`src/rtl/o_serializer.sv`:
```
// Parallel-to-serial output stage: one-word holding register feeding a shift
// register, with registered Q/OE/WORD_START suitable for driving an I/O buffer.
module o_serializer #(
  parameter int WIDTH      = 8,
  parameter     BIT_ORDER  = "LSB_FIRST",
  parameter int IDLE_VALUE = 1'b0
) (
  input  logic             CLK,
  input  logic             RST,
  input  logic [WIDTH-1:0] D,
  input  logic             D_VALID,
  output logic             D_READY,
  output logic             Q,
  output logic             OE,
  output logic             WORD_START
);

  if (WIDTH < 3 || WIDTH > 10) begin : g_bad_width
    $fatal(1, "%m: WIDTH=%0d is illegal; legal values are 3..10", WIDTH);
  end
  if (BIT_ORDER != "LSB_FIRST" && BIT_ORDER != "MSB_FIRST") begin : g_bad_order
    $fatal(1, "%m: BIT_ORDER=\"%s\" is illegal; legal values are \"LSB_FIRST\", \"MSB_FIRST\"", BIT_ORDER);
  end
  if (IDLE_VALUE != 0 && IDLE_VALUE != 1) begin : g_bad_idle
    $fatal(1, "%m: IDLE_VALUE=%0d is illegal; legal values are 0, 1", IDLE_VALUE);
  end

  localparam bit   MSB_FIRST = (BIT_ORDER == "MSB_FIRST");
  localparam int   CNT_W     = $clog2(WIDTH);
  localparam logic IDLE_BIT  = (IDLE_VALUE != 0);

  localparam logic [0:0] IDLE  = 1'b0;
  localparam logic [0:0] SHIFT = 1'b1;

  logic [0:0]       state, state_n;
  logic [WIDTH-1:0] hold;
  logic             hold_v;
  logic [WIDTH-1:0] sr, sr_n;
  logic [CNT_W-1:0] cnt, cnt_n;
  logic             last;
  logic             load;
  logic             accept;
  logic             out_bit;

  assign D_READY = !hold_v && !RST;
  assign accept  = D_VALID && !hold_v;
  assign last    = (cnt == CNT_W'(WIDTH - 1));
  assign load    = hold_v && ((state == IDLE) || last);

  always_comb begin
    state_n = state;
    sr_n    = sr;
    cnt_n   = cnt;
    if (load) begin
      sr_n    = hold;
      cnt_n   = '0;
      state_n = SHIFT;
    end else if (state == SHIFT) begin
      if (!last) begin
        sr_n  = MSB_FIRST ? (sr << 1) : (sr >> 1);
        cnt_n = cnt + CNT_W'(1);
      end else begin
        state_n = IDLE;
      end
    end
  end

  // Outputs are registered from next-state values so the first bit is on Q
  // right after the load edge.
  assign out_bit = MSB_FIRST ? sr_n[WIDTH-1] : sr_n[0];

  always_ff @(posedge CLK) begin
    if (RST) begin
      state      <= IDLE;
      cnt        <= '0;
      hold       <= '0;
      hold_v     <= 1'b0;
      sr         <= '0;
      Q          <= IDLE_BIT;
      OE         <= 1'b0;
      WORD_START <= 1'b0;
    end else begin
      state  <= state_n;
      sr     <= sr_n;
      cnt    <= cnt_n;
      if (accept) hold <= D;
      hold_v     <= accept || (hold_v && !load);
      Q          <= (state_n == SHIFT) ? out_bit : IDLE_BIT;
      OE         <= (state_n == SHIFT);
      WORD_START <= load;
    end
  end

endmodule

```
`config.mk`:
```
export PLATFORM = sky130hd
export DESIGN_NAME = o_serializer
export DESIGN_NICKNAME = d
export VERILOG_FILES = /design/src/rtl/o_serializer.sv
export SDC_FILE = /design/constraint.sdc
export NUM_CORES = 1
export LEC_CHECK = 0
export BUFFER_PORTS_ARGS = -buffer_cell sky130_fd_sc_hd__buf_2
export CORE_MARGIN = 4
export CORE_UTILIZATION = 35
export DETAILED_ROUTE_END_ITERATION = 16
export GPL_ROUTABILITY_DRIVEN = 0
export PLACE_DENSITY = 0.63
export SLEW_MARGIN = 20
export SYNTH_ARGS = -nofsm -noshare
export SYNTH_HDL_FRONTEND = slang
export SYNTH_SLANG_ARGS = --single-unit
```
`constraint.sdc`:
```
create_clock -name CLK -period 3.4 [get_ports CLK]
set_input_delay 0.51 -clock CLK [delete_from_list [all_inputs] [get_ports CLK]]
set_output_delay 0.51 -clock CLK [all_outputs]
set_load 0.03 [all_outputs]
```
# After elaboration in Yosys (flattened, before gate mapping)
# Index checks and enable logic that the tools add are counted.
[word_totals] ff_bits=23 in_bits=11 elab_cells=34
[classes] add_sub_neg=1 eq_ne=2 mux=6 n_bitwise=3 reduce_logical=14
[ops] cell="$mux W8" count=3
[ops] cell="$logic_and A1 B1 Y1" count=4
[ops] cell="$reduce_and A2 Y1" count=2
[ops] cell="$reduce_or A2 Y1" count=2
[ops] cell="$add A3 B1 Y3 const B" count=1
[ops] cell="$eq A3 B3 Y1 const B" count=1
[ops] cell="$logic_not A1 Y1" count=3
[ops] cell="$mux W1" count=3
[ops] cell="$not A1 Y1" count=3
[ops] cell="$logic_or A1 B1 Y1" count=2
[ops] cell="$ne A2 B1 Y1 const B" count=1
[ops] cell="$reduce_bool A2 Y1" count=1

# Depth between registers and ports, before layout
# Gate-level depths: netlist of the first run.
[logic_depth] ltp_word=6 mapped_depth=6 mapped_depth_nobuf=5

# Least setup slack after synthesis of the first run
# OpenSTA, ideal clock, no wires.
[synth_timing] path_kind="input-to-output" start="input port RST" end="output port D_READY" t_arrival_ns=1.095 required_time_ns=2.890 slack_ns=1.795 path_stages=2 n_path_buf=1 cell_sequence="clkbuf_1 -> nor2_1"
[synth_via] elab_chain_cells=2
[synth_lines] item="from (decl)" line_no="9" source="input logic RST,"
[synth_lines] item="$logic_not A1 Y1" line_no="45" source="assign D_READY = !hold_v && !RST;"
[synth_lines] item="$logic_and A1 B1 Y1" line_no="45"
[synth_lines] item="to (decl)" line_no="12" source="output logic D_READY,"
# No other way between the ends.

# Final worst setup path of the first run
# Same ends and word-level chain as after synthesis.

==> flow_metrics.tcl, run 1 <==
set metrics [dict create \
    power.total_uw 485 \
    setup_repair_after_global_routing_missed_its_margin "false" \
    critPathMaxFanout 23 \
    grt_overflow 0 \
    initialDrtViolationCount 3 \
    final_hold_viol_count 0 \
    final_net_count 127 \
    clk_path_buf_depth 2 \
    required_ns 2.89 \
    final.fill_count 267 \
    clock_sinks 22 \
    cts_buffers 3 \
    yosysWarningCount 0 \
    cp-end-kind "primary output" \
    part_of_the_yosys_area_used_for_sequential_elements_pct 47.8 \
    antenna_found_initial 0 \
    synth_nets 117 \
    drive_above_1_share_pct 17.0 \
    rows 18 \
    mostFrequentLayoutCell "sky130_fd_sc_hd__dfxtp_1" \
    utilization_pct 39.8 \
    slew_headroom_pct 61.0 \
    buffer_ports.inserted 14 \
    dpl.cell_count 138 \
    worst-endpoint-arrival_ns 1.12 \
    antenna_left 0 \
    area.growth.synth_to_final_pct 8.02 \
    power_switching_uw 124 \
    fin_crit_ns 1.63 \
    comb_power_share_pct 12.2 \
    p_seq_share_pct 58.2 \
    cts.reportedPaths.clkPinSlew_ns 0.11 \
    ctsResizeCount 0 \
    wire_length_of_the_first_global_routing_pass_mm 2.75 \
    clk_latency_ns 0.31 \
    mostFrequentLayoutCells "22 x sky130_fd_sc_hd__dfxtp_1, 20 x sky130_fd_sc_hd__nand2_1, 15 x sky130_fd_sc_hd__a21oi_1, 14 x sky130_fd_sc_hd__buf_2" \
    die-area_um2 3520 \
    hpwlAfterDp_mm 1.16 \
    tightest_slew_ns 0.583 \
    post-route-period-util_pct 47.9 \
    first_global_vias 626 \
    cell_internal_pwr_uw 361 \
    leakage_uw 0.000427 \
    power_density_nw_per_um2 488 \
    die_x_um 59.3 \
    avgSynthCellArea_um2 8.94 \
    postCtsSetupBuffers 0 \
    ys_seq_elements 22 \
    worst_clock_skew_ns 0.00203 \
    cts.hold.buffers_added 0 \
    run_status "finished clean" \
    num_vias 697 \
    die_y_um 59.3 \
    fp.coreArea_um2 2500 \
    crit_path_start_kind "input pin" \
    post_synth_instance_area_um2 921 \
    num_antenna_cells 0 \
    timing.final.max_slew_violations 0 \
    initial_core_util_pct 36.8 \
    grtUsageTotal_pct 10.4 \
    tritoncts "done" \
    cts.htree.levels 1 \
    wl_per_cell_um 11.6 \
    path_class "in2out" \
    max_cap_violations 0 \
    synth_cell_types 18 \
    drtPass1Iterations 3 \
    drt-vias-per-instance 4.91 \
    share_clk_of_total_power_pct 29.5 \
    power_switching_share_pct 25.5 \
    maxClockFrequency_mhz 614 \
    layoutNonFillerInstCount 142 \
    final.setup.tns_ns 0 \
    post-route-drc-count 0 \
    setup_viols_final 0 \
    synth_instances 103 \
    final_wl_mm 1.64 \
    timing.hold.worst.class "in2reg" \
    grt_start_max_net_pins 24 \
    clk_root_buffer_cell "sky130_fd_sc_hd__clkbuf_4" \
    vdd_drop_max_uv 263 \
    pin_count 15 \
]
-- worst max-delay path, stage by stage --
cell and delay (ns):
sky130_fd_sc_hd__buf_2 0.35, sky130_fd_sc_hd__nor2_1 0.07, sky130_fd_sc_hd__buf_2 0.19
-- through the flow --
stage / area (µm²) / hold WS [ns] / setup slack [ns]
2_1_floorplan: 921 / 0.432 / 1.79
3_3_place_gp: 958 / 0.447 / 1.80
3_5_place_dp: 958 / 0.452 / 1.79
4_1_cts: 995 / 0.413 / 1.78
5_1_grt: 995 / 0.415 / 1.70
6_report: 995 / 0.422 / 1.77
-- final timing paths --
kind / from / endpoint / slack, ns / depth (start not counted)
setup reg to reg: cnt[0] / sr[1] / 1.83 / 5
setup / recovery: RST / D_READY / 1.77 / 3
hold reg to reg: hold[2] / hold[2] / 0.46 / 2
hold / removal: D[3] / hold[3] / 0.42 / 3
-- synthesized netlist by cell type, drive strengths merged --
master,count,area share (%)
dfxtp,22,48
and2b,1,0.95
nand2,20,8.2
inv,1,0.41
nor3,6,3.3
a211oi,6,4.9
clkbuf,2,0.82
ha,3,4.1
o211ai,1,0.82
buf,7,6.8
nand3,5,2.7
a21oi,15,8.2
mux2i,6,6.5
nand2b,4,2.7
nor2b,1,0.68
nor2,3,1.2
-- sequential cells by signal, indices dropped and copies added (netlist names) --
register and count:
Q 1, sr 7, hold_v 1, cnt 3
state 1, hold 8, WORD_START 1
-- kinds of logic (layout without fill, tap and decap cells) --
| group | after synthesis | count (layout) | synth area share (%) |
|---|---|---|---|
| AO/OA/AOI/OAI | 22 | 22 | 13.9 |
| adder cells (fa/ha/maj) | 3 | 3 | 4.08 |
| buffers and inverters | 10 | 19 | 8.02 |
| flip-flops | 22 | 22 | 47.8 |
| multiplexers | 6 | 6 | 6.52 |
| AND/OR/NAND/NOR | 40 | 40 | 19.7 |
-- final cells by class --
cell class	instances	area (µm²)	area share, %
clock buffers	4	36.3	3.65
repair buffers	14	70.1	7.04
inverters	1	3.75	0.377
well taps	30	37.5	3.77
multi-input cells	71	407	40.9
flip-flops and latches	22	440	44.3
-- per-layer routing --
| metal | up-vias | routed length [µm] | global-route usage, % |
|---|---|---|---|
| met5 | - | 0 | 0 |
| met4 | 0 | 48 | 6.80 |
| met3 | 5 | 93 | 2.40 |
| met2 | 13 | 683 | 15.4 |
| met1 | 312 | 817 | 13.5 |
| li1 | 367 | - | - |
-- power groups by stage --
stage	clock, µW	sequential, µW	combinational, µW
after floorplan	0	289	50.9
after global placement	0	288	58.5
after detailed placement	0	289	59.9
after CTS	150	283	60.3
after global routing	156	284	66.8
final	143	282	59.3
(Power assumes the default switching activity.)
==> inputs of run 2 (changes only) <==
--- a/config.mk
+++ b/config.mk
@@ -5,12 +5,13 @@
 export SDC_FILE = /design/constraint.sdc
 export NUM_CORES = 1
 export LEC_CHECK = 0
+export ABC_AREA = 1
 export BUFFER_PORTS_ARGS = -buffer_cell sky130_fd_sc_hd__buf_2
 export CORE_MARGIN = 4
 export CORE_UTILIZATION = 35
 export DETAILED_ROUTE_END_ITERATION = 16
 export GPL_ROUTABILITY_DRIVEN = 0
-export PLACE_DENSITY = 0.63
+export PLACE_DENSITY = 0.64
 export SLEW_MARGIN = 20
 export SYNTH_ARGS = -nofsm -noshare
 export SYNTH_HDL_FRONTEND = slang
==> constraint.sdc (replaced) <==
create_clock -name CLK -period 1.4 [get_ports CLK]
set_input_delay 0.21 -clock CLK [delete_from_list [all_inputs] [get_ports CLK]]
set_output_delay 0.21 -clock CLK [all_outputs]
set_load 0.03 [all_outputs]
==> run 2 against run 1 <==
Worst setup slack lost 1.7 ns; final area grew 20%; critical path type is now reg2reg; first-iteration DRC count grew to 5.7 times the previous value; non-clock buffer count grew 5; total power grew to 2.6 times the previous value; flip-flop and latch count grew 1; largest cell class is now multi-input combinational cells; largest power group unchanged; critical path depth grew 4; sequential share of layout area shrank 5.4 points; critical endpoint is now sr[6]; die area grew 8.1%; clock skew grew 0.0036 ns; combinational power grew to 4.1 times the previous value.
==> flow_metrics.tcl, run 2 <==
set metrics [dict create \
    post-route-drc-count 0 \
    critPathMaxFanout 8 \
    synth_top_cell_by_area "sky130_fd_sc_hd__dfxtp_1" \
    synthTopCellsByCount "23 x sky130_fd_sc_hd__dfxtp_1, 22 x sky130_fd_sc_hd__nand3_1, 21 x sky130_fd_sc_hd__nand2_1" \
    fp.coreArea_um2 2760 \
    ff_latch_area_um2 464 \
    ys_seq_elements 23 \
    worst-r2r-cell-count 7 \
    synthTopCellsByArea "sky130_fd_sc_hd__dfxtp_1 46%, sky130_fd_sc_hd__nand3_1 11%, sky130_fd_sc_hd__a21oi_1 8.0%" \
    pin_count 15 \
    utilization_pct 43.3 \
    yosysWarningCount 0 \
    cp-end-kind "flop" \
    num_antenna_cells 0 \
    grt_start_max_net_pins 16 \
    place_area_um2 1090 \
    cp_cell_sequence "ha_2, ha_2, inv_4, nand2_8, nand2_4, nand3_1, a21oi_1" \
    crit_slowest_cell "sky130_fd_sc_hd__dfxtp_2" \
    timing.final.max_slew_violations 0 \
    path_common_cell "sky130_fd_sc_hd__ha_2" \
    cts_buffers 3 \
    die-area_um2 3800 \
    synth_instances 127 \
    power_density_nw_per_um2 1070 \
    first_global_vias 788 \
    cts.htree.levels 1 \
    hold-worst-slack_ns 0.123 \
    drt-vias-per-instance 4.77 \
    hpwlAfterDp_mm 1.44 \
    leakage_uw 0.000534 \
    worst-endpoint-arrival_ns 1.55 \
    run_status "finished clean" \
    area.growth.synth_to_final_pct 18.6 \
    cts.reportedPaths.clkPinSlew_ns 0.12 \
    avgSynthCellArea_um2 7.93 \
    part_of_the_yosys_area_used_for_sequential_elements_pct 45.7 \
    vdd_drop_max_uv 655 \
    count_leader_synth "sky130_fd_sc_hd__dfxtp_1" \
    cts.hold.buffers_added 0 \
    post_synth_instance_area_um2 1010 \
    antenna_found_initial 0 \
    timing.hold.worst.class "in2reg" \
    maxClockFrequency_mhz 762 \
    die_y_um 61.6 \
    worst-path-stages 7 \
    regToRegSetupSlack_ns 0.09 \
    setup_viols_final 0 \
    drive_above_1_share_pct 27.4 \
    grtUsageTotal_pct 11.9 \
    synth_nets 141 \
    max_cap_violations 0 \
    path_class "reg2reg" \
    final_net_count 161 \
    clk_root_buffer_cell "sky130_fd_sc_hd__clkbuf_4" \
    post-route-period-util_pct 93.7 \
    tritoncts "done" \
    rows 19 \
    initial_core_util_pct 36.5 \
    clk_path_buf_depth 2 \
    fin_crit_ns 1.31 \
    synth_cell_types 18 \
    max_incr_delay_on_cp_ns 0.34 \
    slew_headroom_pct 77.9 \
    worst_path_dominant_cell_family "adder cells" \
    clk_latency_ns 0.30 \
    drtPass1Iterations 4 \
    final_hold_viol_count 0 \
    holdPathStages 3 \
    wl_per_cell_um 11.5 \
    multi_input_comb_area_um2 490 \
    die_x_um 61.6 \
    layout_top_registers "hold: 8 flops, sr: 8 flops, cnt: 3 flops" \
    post-route-cell-area_um2 1190 \
    final.setup.tns_ns 0 \
    mostFrequentLayoutCell "sky130_fd_sc_hd__nand3_1" \
    buffer_ports.inserted 14 \
    tightest_slew_ns 0.330 \
    synth_ff_type "sky130_fd_sc_hd__dfxtp_1" \
    worst_clock_skew_ns 0.00559 \
    cp_num_buf_inv 1 \
    synth_top_area_share_pct 45.7 \
    initialDrtViolationCount 17 \
    synth_edf_count 0 \
    clock_sinks 23 \
    required_ns 1.64 \
    final_wl_mm 2.03 \
    antenna_left 0 \
    synthArstFlopShare_pct 0 \
    setup_repair_after_global_routing_missed_its_margin "false" \
    num_vias 844 \
    power.total_uw 1280 \
    grt_overflow 0 \
    crit_path_start_kind "flop" \
    final.fill_count 280 \
    mostFrequentLayoutCells "21 x sky130_fd_sc_hd__nand3_1, 20 x sky130_fd_sc_hd__dfxtp_1, 19 x sky130_fd_sc_hd__nand2_1" \
    wire_length_of_the_first_global_routing_pass_mm 3.34 \
]
run 2: cell count changes after synthesis, sizes merged, moves of 2 or more:
cell / before / now
nand3: 5 / 22
inv: 1 / 15
o21ai: 0 / 9
a211oi: 6 / 0
mux2i: 6 / 0
nor3: 6 / 0
nor2: 3 / 8
nand2: 20 / 24
nand2b: 4 / 0
buf: 7 / 5
run 2: area by class of cell:
cell class	count	share of cell area (%)
Clock buffer	4	2.20
Inverter	15	5.13
Multi-Input combinational cell	85	41.0
Sequential cell	23	38.8
Tap cell	31	3.25
Timing Repair Buffer	19	9.53
run 2: worst paths after layout:
check                from  endpoint
hold reg to reg   hold[7]     sr[7]
setup reg to reg   cnt[0]     sr[6]
setup / recovery   cnt[0]     sr[6]
hold / removal       D[0]   hold[0]
run 2: cell families after synthesis:
logic type	synth area share, %
buf+inv	10.9
compound gates	12.4
xor+xnor	0.870
fa+ha+maj	3.73
flops	45.7
simple gates	26.3
run 2: metrics by stage:
step / worst slack [ns] / instances
2_1_floorplan: 0.0918 / 127
3_3_place_gp: 0.0629 / 170
3_5_place_dp: 0.0111 / 170
4_1_cts: 0.00523 / 174
5_1_grt: 0.00609 / 177
6_report: 0.0875 / 177
run 2: timing repair:
action	4_1_cts	5_1_grt
resized for setup	1	17
pin swaps	0	5
setup endpoints to repair	6	14
gates cloned	0	2
buffers inserted	0	1
run 2: metal layers:
layer / up-vias / share of wire, % / global-route usage [%]
met4: 0 / 1.8 / 5.45
met3: 4 / 4.2 / 2.52
li1: 453 / - / -
met5: - / 0 / 0
met1: 364 / 47 / 15.0
met2: 23 / 47 / 19.4
run 2: power breakdown:
group          total [µW]  switching, µW  internal, µW
Clock                 293            182           111
Combinational         246            150          95.8
Sequential            739           33.1           706
run 2: tightest hold or removal path, stage by stage:
cell	delay (ns)
sky130_fd_sc_hd__buf_2	0.07
sky130_fd_sc_hd__nor2_1	0.03
sky130_fd_sc_hd__nor2_1	0.08
==> inputs of run 3 (changes only) <==
--- a/config.mk
+++ b/config.mk
@@ -7,7 +7,6 @@
 export LEC_CHECK = 0
 export ABC_AREA = 1
 export BUFFER_PORTS_ARGS = -buffer_cell sky130_fd_sc_hd__buf_2
-export CORE_MARGIN = 4
 export CORE_UTILIZATION = 35
 export DETAILED_ROUTE_END_ITERATION = 16
 export GPL_ROUTABILITY_DRIVEN = 0
==> run 3 against run 2 <==
Register-to-register slack lost 0.04 ns; hold slack improved by 0.0025 ns; non-clock buffer count up 1; total power rose by 0.17%; sequential power barely moved; die area down 19%; final area is 1.0% higher; sequential share of layout area decreased by 0.51 points; wire length shrank 4.1%.
==> flow_metrics.tcl, run 3 (same netlist as run 2, synthesis figures left out) <==
set metrics [dict create \
    fp.coreArea_um2 2730 \
    multi_input_comb_area_um2 504 \
    path_class "reg2reg" \
    final.fill_count 268 \
    p_seq_share_pct 57.5 \
    final_net_count 162 \
    worst-endpoint-arrival_ns 1.56 \
    drtPass1Iterations 6 \
    max_cap_violations 0 \
    cts.reportedPaths.clkPinSlew_ns 0.13 \
    rows 19 \
    crit_slowest_cell "sky130_fd_sc_hd__dfxtp_1" \
    ff_latch_area_um2 463 \
    clk_latency_ns 0.31 \
    tightest_slew_ns 0.340 \
    post-route-period-util_pct 96.4 \
    power_switching_share_pct 29.4 \
    required_ns 1.61 \
    comb_power_share_pct 18.9 \
    clk_root_buffer_cell "sky130_fd_sc_hd__clkbuf_4" \
    final_wl_mm 1.95 \
    wire_length_of_the_first_global_routing_pass_mm 3.28 \
    mostFrequentLayoutCells "21 x sky130_fd_sc_hd__dfxtp_1, 21 x sky130_fd_sc_hd__nand2_1, 19 x sky130_fd_sc_hd__nand3_1, 14 x sky130_fd_sc_hd__buf_2, 13 x sky130_fd_sc_hd__inv_1" \
    cts_buffers 3 \
    grt_start_max_net_pins 16 \
    buffer_ports.inserted 14 \
    run_status "finished clean" \
    hpwlAfterDp_mm 1.30 \
    clock_sinks 23 \
    power_density_nw_per_um2 1060 \
    cp-end-kind "flop" \
    cp_cell_sequence "ha_1, ha_2, inv_4, buf_4, nand2_4, nand3_1, nand2_1, a21oi_1" \
    cell_internal_pwr_uw 904 \
    slew_headroom_pct 77.3 \
    vdd_drop_max_uv 562 \
    layout_top_registers "hold: 8 flops, sr: 8 flops, cnt: 3 flops" \
    critPathMaxFanout 7 \
    timing.hold.worst.class "in2reg" \
    tritoncts "done" \
    antenna_found_initial 0 \
    pin_count 15 \
    initialDrtViolationCount 20 \
    die_x_um 55.6 \
    die_y_um 55.6 \
    first_global_vias 777 \
    maxClockFrequency_mhz 741 \
    post-route-cell-area_um2 1210 \
    holdPathStages 3 \
    share_clk_of_total_power_pct 23.5 \
    wl_per_cell_um 10.9 \
    antenna_left 0 \
    max_incr_delay_on_cp_ns 0.36 \
    worst_clock_skew_ns 0.00936 \
    setup_viols_final 0 \
    num_antenna_cells 0 \
    place_area_um2 1090 \
    grt_overflow 0 \
    leakage_uw 0.000549 \
    grtUsageTotal_pct 13.2 \
    clk_path_buf_depth 2 \
    fin_crit_ns 1.35 \
    power_switching_uw 377 \
    worst-r2r-cell-count 8 \
    crit_path_start_kind "flop" \
    die-area_um2 3100 \
    num_vias 834 \
    final.setup.tns_ns 0 \
    post-route-drc-count 0 \
    drt-vias-per-instance 4.69 \
    area.growth.synth_to_final_pct 19.9 \
    timing.final.max_slew_violations 0 \
    final_hold_viol_count 0 \
    drive_above_1_share_pct 28.6 \
    cts.htree.levels 1 \
    initial_core_util_pct 36.8 \
    setup_repair_after_global_routing_missed_its_margin "false" \
]
-- run 3: final cells by class --
cell class	instances	area share, %
flip-flops and latches	23	38.3
repair buffers	20	9.53
well taps	31	3.21
clock inverters	1	0.415
multi-input cells	85	41.8
clock buffers	3	1.87
inverters	15	4.87
-- run 3: worst paths after layout --
path                            startpoint       to  slack (ns)
worst min-delay path                  D[7]  hold[7]        0.13
worst min register to register     hold[5]  hold[5]        0.46
worst max register to register      cnt[1]    sr[2]        0.05
worst max-delay path                cnt[1]    sr[2]        0.05
-- run 3: routing by layer --
| layer | up-vias | wire length [µm] | global-route usage, % |
|---|---|---|---|
| met4 | 0 | 18 | 5.36 |
| met1 | 361 | 986 | 17.9 |
| met2 | 18 | 880 | 21.0 |
| met3 | 2 | 62 | 2.09 |
| li1 | 453 | - | - |
| met5 | - | 0 | 0 |
-- run 3: what timing repair did --
item	in CTS	in global routing
setup endpoints to repair	0	13
resized for setup	0	14
hold buffers	0	0
buffers inserted	0	2
-- run 3: metrics by stage --
stage          utilization [%]  setup WS (ns)  std cells  power [µW]  hold WS (ns)
6_report                  44.2         0.0506        178        1280         0.125
5_1_grt                   44.2       0.000711        178        1360         0.128
4_1_cts                   41.0         0.0209        174        1250         0.125
3_5_place_dp              40.0         0.0487        170         960         0.450
3_3_place_gp              40.0         0.0849        170         955         0.435
2_1_floorplan                -         0.0918        127         920         0.345
-- run 3: critical path: cells and delay by family, from the launching register on --
kind / cells / cell delay, ns
adders and majority gates: 2 / 0.38
and+or+nand+nor: 3 / 0.27
buffers and inverters: 2 / 0.18
DFF: 1 / 0.36
AOI/OAI and AO/OA: 1 / 0.06
-- run 3: power by group through the flow --
stage                     sequential, µW  combinational [µW]  clock (µW)
after floorplan                      747                 173           0
after global placement               746                 208           0
after detailed placement             749                 211           0
after CTS                            733                 213         309
after global routing                 744                 273         346
final                                737                 242         301
